--- config.mk ---
export PLATFORM = sky130hd
export DESIGN_NAME = latency_meter
export DESIGN_NICKNAME = d
export VERILOG_FILES = /design/src/rtl/latency_meter_pkg.sv /design/src/rtl/latency_meter.sv
export SDC_FILE = /design/constraint.sdc
export NUM_CORES = 1
export LEC_CHECK = 0
export BUFFER_PORTS_ARGS = -buffer_cell sky130_fd_sc_hd__clkbuf_2
export CAP_MARGIN = 20
export CORE_AREA = 10 10 57 59
export DETAILED_ROUTE_END_ITERATION = 6
export DIE_AREA = 0 0 67 69
export GPL_ROUTABILITY_DRIVEN = 0
export PLACE_DENSITY = 0.8
export SLEW_MARGIN = 20
export SYNTH_ARGS = -nofsm -noshare
export SYNTH_HDL_FRONTEND = slang
export SYNTH_SLANG_ARGS = --single-unit
--- constraint.sdc ---
create_clock -name clk -period 2.3 [get_ports clk]
set_input_delay 0.69 -clock clk [delete_from_list [all_inputs] [get_ports clk]]
set_output_delay 0.69 -clock clk [all_outputs]
set_load 0.05 [all_outputs]
--- src/rtl/latency_meter_pkg.sv ---
// Shared definitions for the latency meter: state encodings and state type.
package latency_meter_pkg;

  localparam logic [1:0] STATE_IDLE   = 2'd0;
  localparam logic [1:0] STATE_LAUNCH = 2'd1;
  localparam logic [1:0] STATE_WAIT   = 2'd2;

  typedef enum logic [1:0] {
    S_IDLE   = STATE_IDLE,
    S_LAUNCH = STATE_LAUNCH,
    S_WAIT   = STATE_WAIT
  } state_t;

endpackage

--- src/rtl/latency_meter.sv ---
// Launches a one-cycle pulse into a path under test and counts the clock
// edges until its echo returns, reporting a timeout if the echo never comes.
module latency_meter
  import latency_meter_pkg::*;
#(
  parameter int WIDTH   = 8,
  parameter int TIMEOUT = 255
) (
  input  logic             clk,
  input  logic             reset,
  input  logic             start,
  input  logic             echo,
  output logic             launch,
  output logic             busy,
  output logic             done,
  output logic [WIDTH-1:0] cycles,
  output logic             timeout,
  output logic             error
);

  localparam logic [WIDTH-1:0] TIMEOUT_W = WIDTH'(TIMEOUT);

  state_t           state;
  logic [WIDTH-1:0] count;

  // Measurement FSM: every output is a register; done/timeout/error/launch
  // default low each cycle so they can only ever pulse for one cycle.
  always_ff @(posedge clk or posedge reset) begin
    if (reset) begin
      state   <= S_IDLE;
      count   <= '0;
      launch  <= 1'b0;
      busy    <= 1'b0;
      done    <= 1'b0;
      cycles  <= '0;
      timeout <= 1'b0;
      error   <= 1'b0;
    end else begin
      launch  <= 1'b0;
      done    <= 1'b0;
      timeout <= 1'b0;
      error   <= 1'b0;
      case (state)
        S_IDLE: begin
          if (start) begin
            if (echo) begin
              // Echo already high means the path cannot be measured.
              done   <= 1'b1;
              error  <= 1'b1;
              cycles <= '0;
            end else begin
              state  <= S_LAUNCH;
              launch <= 1'b1;
              busy   <= 1'b1;
            end
          end
        end
        S_LAUNCH: begin
          if (echo) begin
            cycles <= '0;
            done   <= 1'b1;
            busy   <= 1'b0;
            state  <= S_IDLE;
          end else begin
            count <= WIDTH'(1);
            state <= S_WAIT;
          end
        end
        S_WAIT: begin
          if (echo) begin
            cycles <= count;
            done   <= 1'b1;
            busy   <= 1'b0;
            state  <= S_IDLE;
          end else if (count == TIMEOUT_W) begin
            cycles  <= TIMEOUT_W;
            timeout <= 1'b1;
            done    <= 1'b1;
            busy    <= 1'b0;
            state   <= S_IDLE;
          end else begin
            count <= count + WIDTH'(1);
          end
        end
        default: begin
          busy  <= 1'b0;
          state <= S_IDLE;
        end
      endcase
    end
  end

endmodule

==> results of run 1 <==
[report_power, final]
group / switching (mW) / internal, mW
combinational: 0.175 / 0.0781
sequential: 0.0553 / 0.448
clock: 0.121 / 0.0650
total: 0.351 / 0.592
[cells by family (layout without fill, tap and decap cells)]
logic type	count (synthesis)	in the layout
AOI/OAI and AO/OA	39	39
and+or+nand+nor	35	35
DFF	23	23
buffers and inverters	22	34
adders and majority gates	2	2
muxes	2	2
[flip-flops by register name (all words and copies together), names as in the netlist]
signal	flops
busy	1
state	2
error	1
launch	1
done	1
timeout	1
cycles	8
count	8
[layout by cell type (no fill, tap or decap), types with 2 or more instances in the layout]
| cell | instances |
|---|---|
| nand3b_1 | 2 |
| nor3_1 | 3 |
| nand2_1 | 6 |
| nor2_1 | 3 |
| nor4b_1 | 3 |
| clkbuf_2 | 16 |
| a221oi_1 | 2 |
| a211oi_1 | 2 |
| mux2i_1 | 2 |
| o21ai_0 | 13 |
| inv_1 | 13 |
| and4_1 | 2 |
| nor3b_2 | 2 |
| and3_1 | 2 |
| nand4_1 | 2 |
| nand3_1 | 2 |
| clkbuf_4 | 3 |
| o32ai_1 | 8 |
| dfrtp_1 | 23 |
[stage by stage]
stage | power, mW | worst slack [ns] | instance area, um^2 | hold slack, ns | utilization, %
after floorplan | 0.703 | 0.717 | 1270 | 0.507 | -
after global placement | 0.757 | 0.520 | 1320 | 0.532 | 61.3
after detailed placement | 0.766 | 0.442 | 1320 | 0.535 | 61.3
after CTS | 0.950 | 0.554 | 1350 | 0.382 | 62.6
after global routing | 0.993 | 0.414 | 1350 | 0.388 | 62.6
final | 0.943 | 0.522 | 1350 | 0.375 | 62.6
[worst reg2reg max path: stages, from the launching register on]
cell and delay [ns]:
dfrtp_1 0.46, ha_1 0.25, nand4_1 0.33, o2111a_1 0.38, a211o_1 0.27
[area by class of cell]
cell class / count / area (um^2) / share of cell area (%)
multi-input cells: 78 / 571 / 42.4
inverters: 13 / 48.8 / 3.63
repair buffers: 17 / 87.6 / 6.51
flip-flops and latches: 23 / 576 / 42.8
clock buffers: 3 / 22.5 / 1.67
clock inverters: 1 / 5.00 / 0.372
well taps: 28 / 35.0 / 2.60
[worst max-delay path by stage]
stage                        start         to  depth (start not counted)
final                     count[0]   count[1]                          4
after global placement        echo  cycles[5]                          4
after CTS                 count[0]   count[1]                          4
after floorplan               echo   count[2]                          4
after detailed placement      echo  cycles[0]                          4
after global routing      count[0]   count[1]                          4
[metal layers]
layer  GRT usage (%)  vias up  routed length (um)
met5               0        -                   0
li1                -      489                   -
met2            18.6       40                1230
met3            2.58        4                 193
met1            13.2      483                1130
met4            6.11        0                  37
==> impl_metrics.toml, run 1 <==
[synthesis]
synth-edff-count = 0
synthMostInstantiatedCell = "dfrtp_1"
ys_seq_area_share_pct = 45.4
syn_area_um2 = 1270
synth-compound-area-share_pct = 23.2
syn_avg_cell_area_um2 = 10.3
synth_area_leaders = "dfrtp_1, o32ai_1, o21ai_0"
synth_cells = 123
synth_warnings = 0
synth_common_cells = "dfrtp_1, inv_1, o21ai_0"
synth_top_family_by_area = "compound AO/OA/AOI/OAI gates"
yosysTopAreaCell = "dfrtp_1"
synth_cell_types = 46
synth-xor-area-share_pct = 0
synth_flop_cell = "dfrtp_1"
synth_nets = 128
ys_ff_latch = 23
synth.top_cell.area_share_pct = 45.4
synthAdderAreaFrac_pct = 1.78
synthArstFlopShare_pct = 100
synth_simple_gate_area_share_pct = 18.4
muxShareOfSynthArea_pct = 1.58

[clock_tree]
cts_tree = "yes"
clk_pin_slew_ns = 0.13
cts_root_buffer = "clkbuf_4"
clk_latency_ns = 0.31
cts_resized = 0
clock_sinks = 23
postCtsSetupBuffers = 0
ctsHoldBuffers = 0
cts_buffers = 3
clk_path_buf_depth = 2
h-tree-depth = 1

[power_and_ir_drop]
vdd_drop_max_mv = 0.436
leakagePower_nw = 0.602
p_per_area_nw_per_um2 = 701

[drt]
first_pass_iters = 4
via_per_inst = 6.23
postRouteAntennaNets = 0
drc = 0
drtIter0Drc = 58
vias = 1016
routedWlPerCell_um = 15.9
totalWireLength_mm = 2.59

[grt]
grtUsageTotal_pct = 11.4
first_global_vias = 985
antenna_found_initial = 0
grt_max_degree = 24
overflow = 0
grt_pass1_wl_mm = 4.38

[place]
place_inst = 159
dp_hpwl_mm = 1.88
io_buffers = 16

[setup_path]
ff2ff_path_depth = 4
slowest_delay_ns = 0.46
r2r_end = "count[1]"
rrSetupSlack_ns = 0.52
end_kind = "register"
cp.required_ns = 2.52
path_cells = "ha_1 -> nand4_1 -> o2111a_1 -> a211o_1"
critPathSlowestCell = "dfrtp_1"
crit_path_start_kind = "register"
r2r-start = "count[0]"
critPathArrivalTime_ns = 1.99
cp_num_buf_inv = 0
path_class = "reg -> reg"
path_max_fanout = 8
path_delay_family = "compound AO/OA/AOI/OAI gates"

[cells_and_area]
area_delta_synth_final_pct = 6.02
drive_gt1_share_pct = 23.0
final_nets = 141
diodes = 0
final_cells = 163
num-fill-cells = 183

[floorplan]
fp.coreArea_um2 = 2150
die_area_um2 = 4620
rows = 17
start_util_pct = 59.1
die_x_um = 67
ios = 17
fp.dieH_um = 69

[sta]
clock.fmax_mhz = 563
hold_violations = 0
finalSetupTns_ns = 0
setup_viol = 0
min_period_over_period_pct = 77.3
slew_headroom_pct = 60.7
fin_crit_ns = 1.78
rsz0062_at_grt = "false"
drv_slew = 0
clock_skew_ns = 0.00612
worst_pin_slew_ns = 0.590

[flow_run]
maxCapViolations = 0

[worst_hold_path]
hp-class = "in -> async"

[outcome]
status = "finished clean"
Power figures use the tool's default switching activity.
==> inputs of run 2 (changes only) <==
ABC_AREA = 1   (was not set)
CORE_AREA = 10 10 60 62   (was 10 10 57 59)
DIE_AREA = 0 0 70 72   (was 0 0 67 69)
PLACE_DENSITY = 0.71   (was 0.8)
clock period = 1.6 ns   (was 2.3 ns; I/O delays follow)
==> run 2 against run 1 <==
Routed wire length is 14% lower. Critical path depth is 3 lower. Critical endpoint is now busy. Synthesized cell count is 19% higher.
==> impl_metrics.toml, run 2 <==
[sta]
clock.fmax_mhz = 698
slew_headroom_pct = 81.2
holdWs_ns = 0.167
setup_viol = 0
min_period_over_period_pct = 89.6
worst_pin_slew_ns = 0.281
fin_crit_ns = 1.43
hold_violations = 0
layout_setup_ws_ns = 0.167
finalSetupTns_ns = 0
rsz0062_at_grt = "false"
drv_slew = 0
clock_skew_ns = 0.00222

[power_and_ir_drop]
seqPwrFrac_pct = 53.1
p_per_area_nw_per_um2 = 912
total_power_mw = 1.24
combinationalPowerShare_pct = 26.1
pwr-share-clk_pct = 20.8
intPower_uw = 805
leakagePower_nw = 0.721
switchingPower_uw = 433
swShare_pct = 35.0
vdd_drop_max_mv = 0.465

[clock_tree]
clock_sinks = 23
cts_tree = "yes"
clk_pin_slew_ns = 0.12
cts_buffers = 3
clk_latency_ns = 0.30
clk_path_buf_depth = 2
ctsHoldBuffers = 0
h-tree-depth = 1
cts_root_buffer = "clkbuf_4"

[synthesis]
ys_ff_latch = 23
syn_area_um2 = 1190
synth_top_family_by_area = "simple AND/OR/NAND/NOR gates"
synth_warnings = 0
syn_avg_cell_area_um2 = 8.13
synth_area_leaders = "dfrtp_1, nand2_1, inv_1"
synthArstFlopShare_pct = 100
synth-compound-area-share_pct = 7.80
synthAdderAreaFrac_pct = 1.05
synth_common_cells = "nand2_1, dfrtp_1, inv_1"
synth-xor-area-share_pct = 0.738
synth_simple_gate_area_share_pct = 34.6
ys_seq_area_share_pct = 48.5
synth_flop_cell = "dfrtp_1"
synth_nets = 151
synthMostInstantiatedCell = "nand2_1"
synth-edff-count = 0
synth_cells = 146
synth.top_cell.area_share_pct = 48.5
yosysTopAreaCell = "dfrtp_1"
synth_cell_types = 23
muxShareOfSynthArea_pct = 0

[floorplan]
ios = 17
rows = 18
start_util_pct = 48.8
die_area_um2 = 5040
die_x_um = 70
fp.dieH_um = 72
fp.coreArea_um2 = 2430

[cells_and_area]
reg.largest.list = "count (8), cycles (8), state (2)"
final_nets = 175
diodes = 0
area_delta_synth_final_pct = 14.3
final_cell_mix = "nand2_1, dfrtp_1, inv_1, clkbuf_2, nor2_1"
drive_gt1_share_pct = 20.7
utilization_pct = 55.8
fin_area_um2 = 1360
final_cells = 199
layout_commonest_cell = "nand2_1"

[drt]
via_per_inst = 4.88
drc = 0
totalWireLength_mm = 2.23
vias = 972
routedWlPerCell_um = 11.2
first_pass_iters = 4
drtIter0Drc = 45
postRouteAntennaNets = 0

[grt]
overflow = 0
grt_pass1_wl_mm = 4.17
grt_util_met2_pct = 15.8
top_usage_layer = "met2"
antenna_found_initial = 0
grt_max_degree = 24
first_global_vias = 977
use_met1_pct = 11.8
met3_usage_pct = 1.90
grtUsageTotal_pct = 9.54

[setup_path]
critPathArrivalTime_ns = 0.95
path_class = "reg -> out"
crit_path_start_kind = "register"
slowest_delay_ns = 0.37
path_max_fanout = 2
cp.required_ns = 1.12
critPathSlowestCell = "dfrtp_1"
path_cells = "clkbuf_2"
path_delay_family = "flip-flops"
end_kind = "primary output"
cp_num_buf_inv = 1

[place]
io_buffers = 16
placed_area_um2 = 1330
place_inst = 195
post-place-ws_ns = 0.168
dp_hpwl_mm = 1.76

[outcome]
status = "finished clean"

[flow_run]
maxCapViolations = 0

[worst_hold_path]
hp-class = "in -> async"
## run 2: cell count changes after synthesis, moves of 3 or more
cell     previous run  this run
o32ai_1             8         0
nand2_2             0         4
a21oi_1             1         7
o21ai_0            13         5
inv_1              13        16
nand3_1             2         9
nor2_1              3        14
nor4b_1             3         0
nand4_1             2         8
nand2_1             6        44
## run 2: path summary, 6_finish.rpt
check | from | cells after the start | end | slack (ns)
max | busy | 1 | busy | 0.17
min | reset | 3 | error | 0.17
max reg2reg | count[0] | 8 | count[0] | 0.21
min reg2reg | cycles[5] | 2 | cycles[5] | 0.48
max in group asynchronous | reset | 3 | count[6] | 1.21
min in group clk | start | 3 | error | 0.41
## run 2: area by class of cell
class                           instances  area (um^2)
Clock buffer                            4         26.3
Fill cell                             226         1070
Inverter                               17         63.8
Multi-Input combinational cell        103          529
Sequential cell                        23          576
Tap cell                               30         37.5
Timing Repair Buffer                   22          125
## run 2: logic make-up after synthesis
| logic type | Yosys count |
|---|---|
| AOI/OAI and AO/OA | 14 |
| DFF | 23 |
| adders and majority gates | 1 |
| buffers and inverters | 20 |
| xor gates and xnor gates | 1 |
| and+or+nand+nor | 87 |
## run 2: power groups by stage
stage,sequential (mW),combinational [mW],clock (mW)
final,0.658,0.323,0.257
after global routing,0.664,0.362,0.295
after CTS,0.658,0.325,0.266
after detailed placement,0.670,0.324,0
after global placement,0.667,0.321,0
after floorplan,0.777,0.138,0
## run 2: worst reg2reg max path, cell delays in order (launching register included)
cell,delay [ns]
dfrtp_1,0.41
ha_1,0.18
nand2_1,0.07
nor2_1,0.11
nand2_2,0.11
nand2_4,0.13
nand2_2,0.11
o21ai_0,0.10
nand2_1,0.07
## run 2: repair_timing
item | in CTS | in global routing
setup buffers | 0 | 0
setup endpoints to repair | 0 | 1
gates resized for setup | 0 | 1
## run 2: routing by layer
layer	up-vias	part of all wire, %
li1	514	-
met1	443	48
met2	11	48
met3	4	2.6
met4	0	1.3
met5	-	0
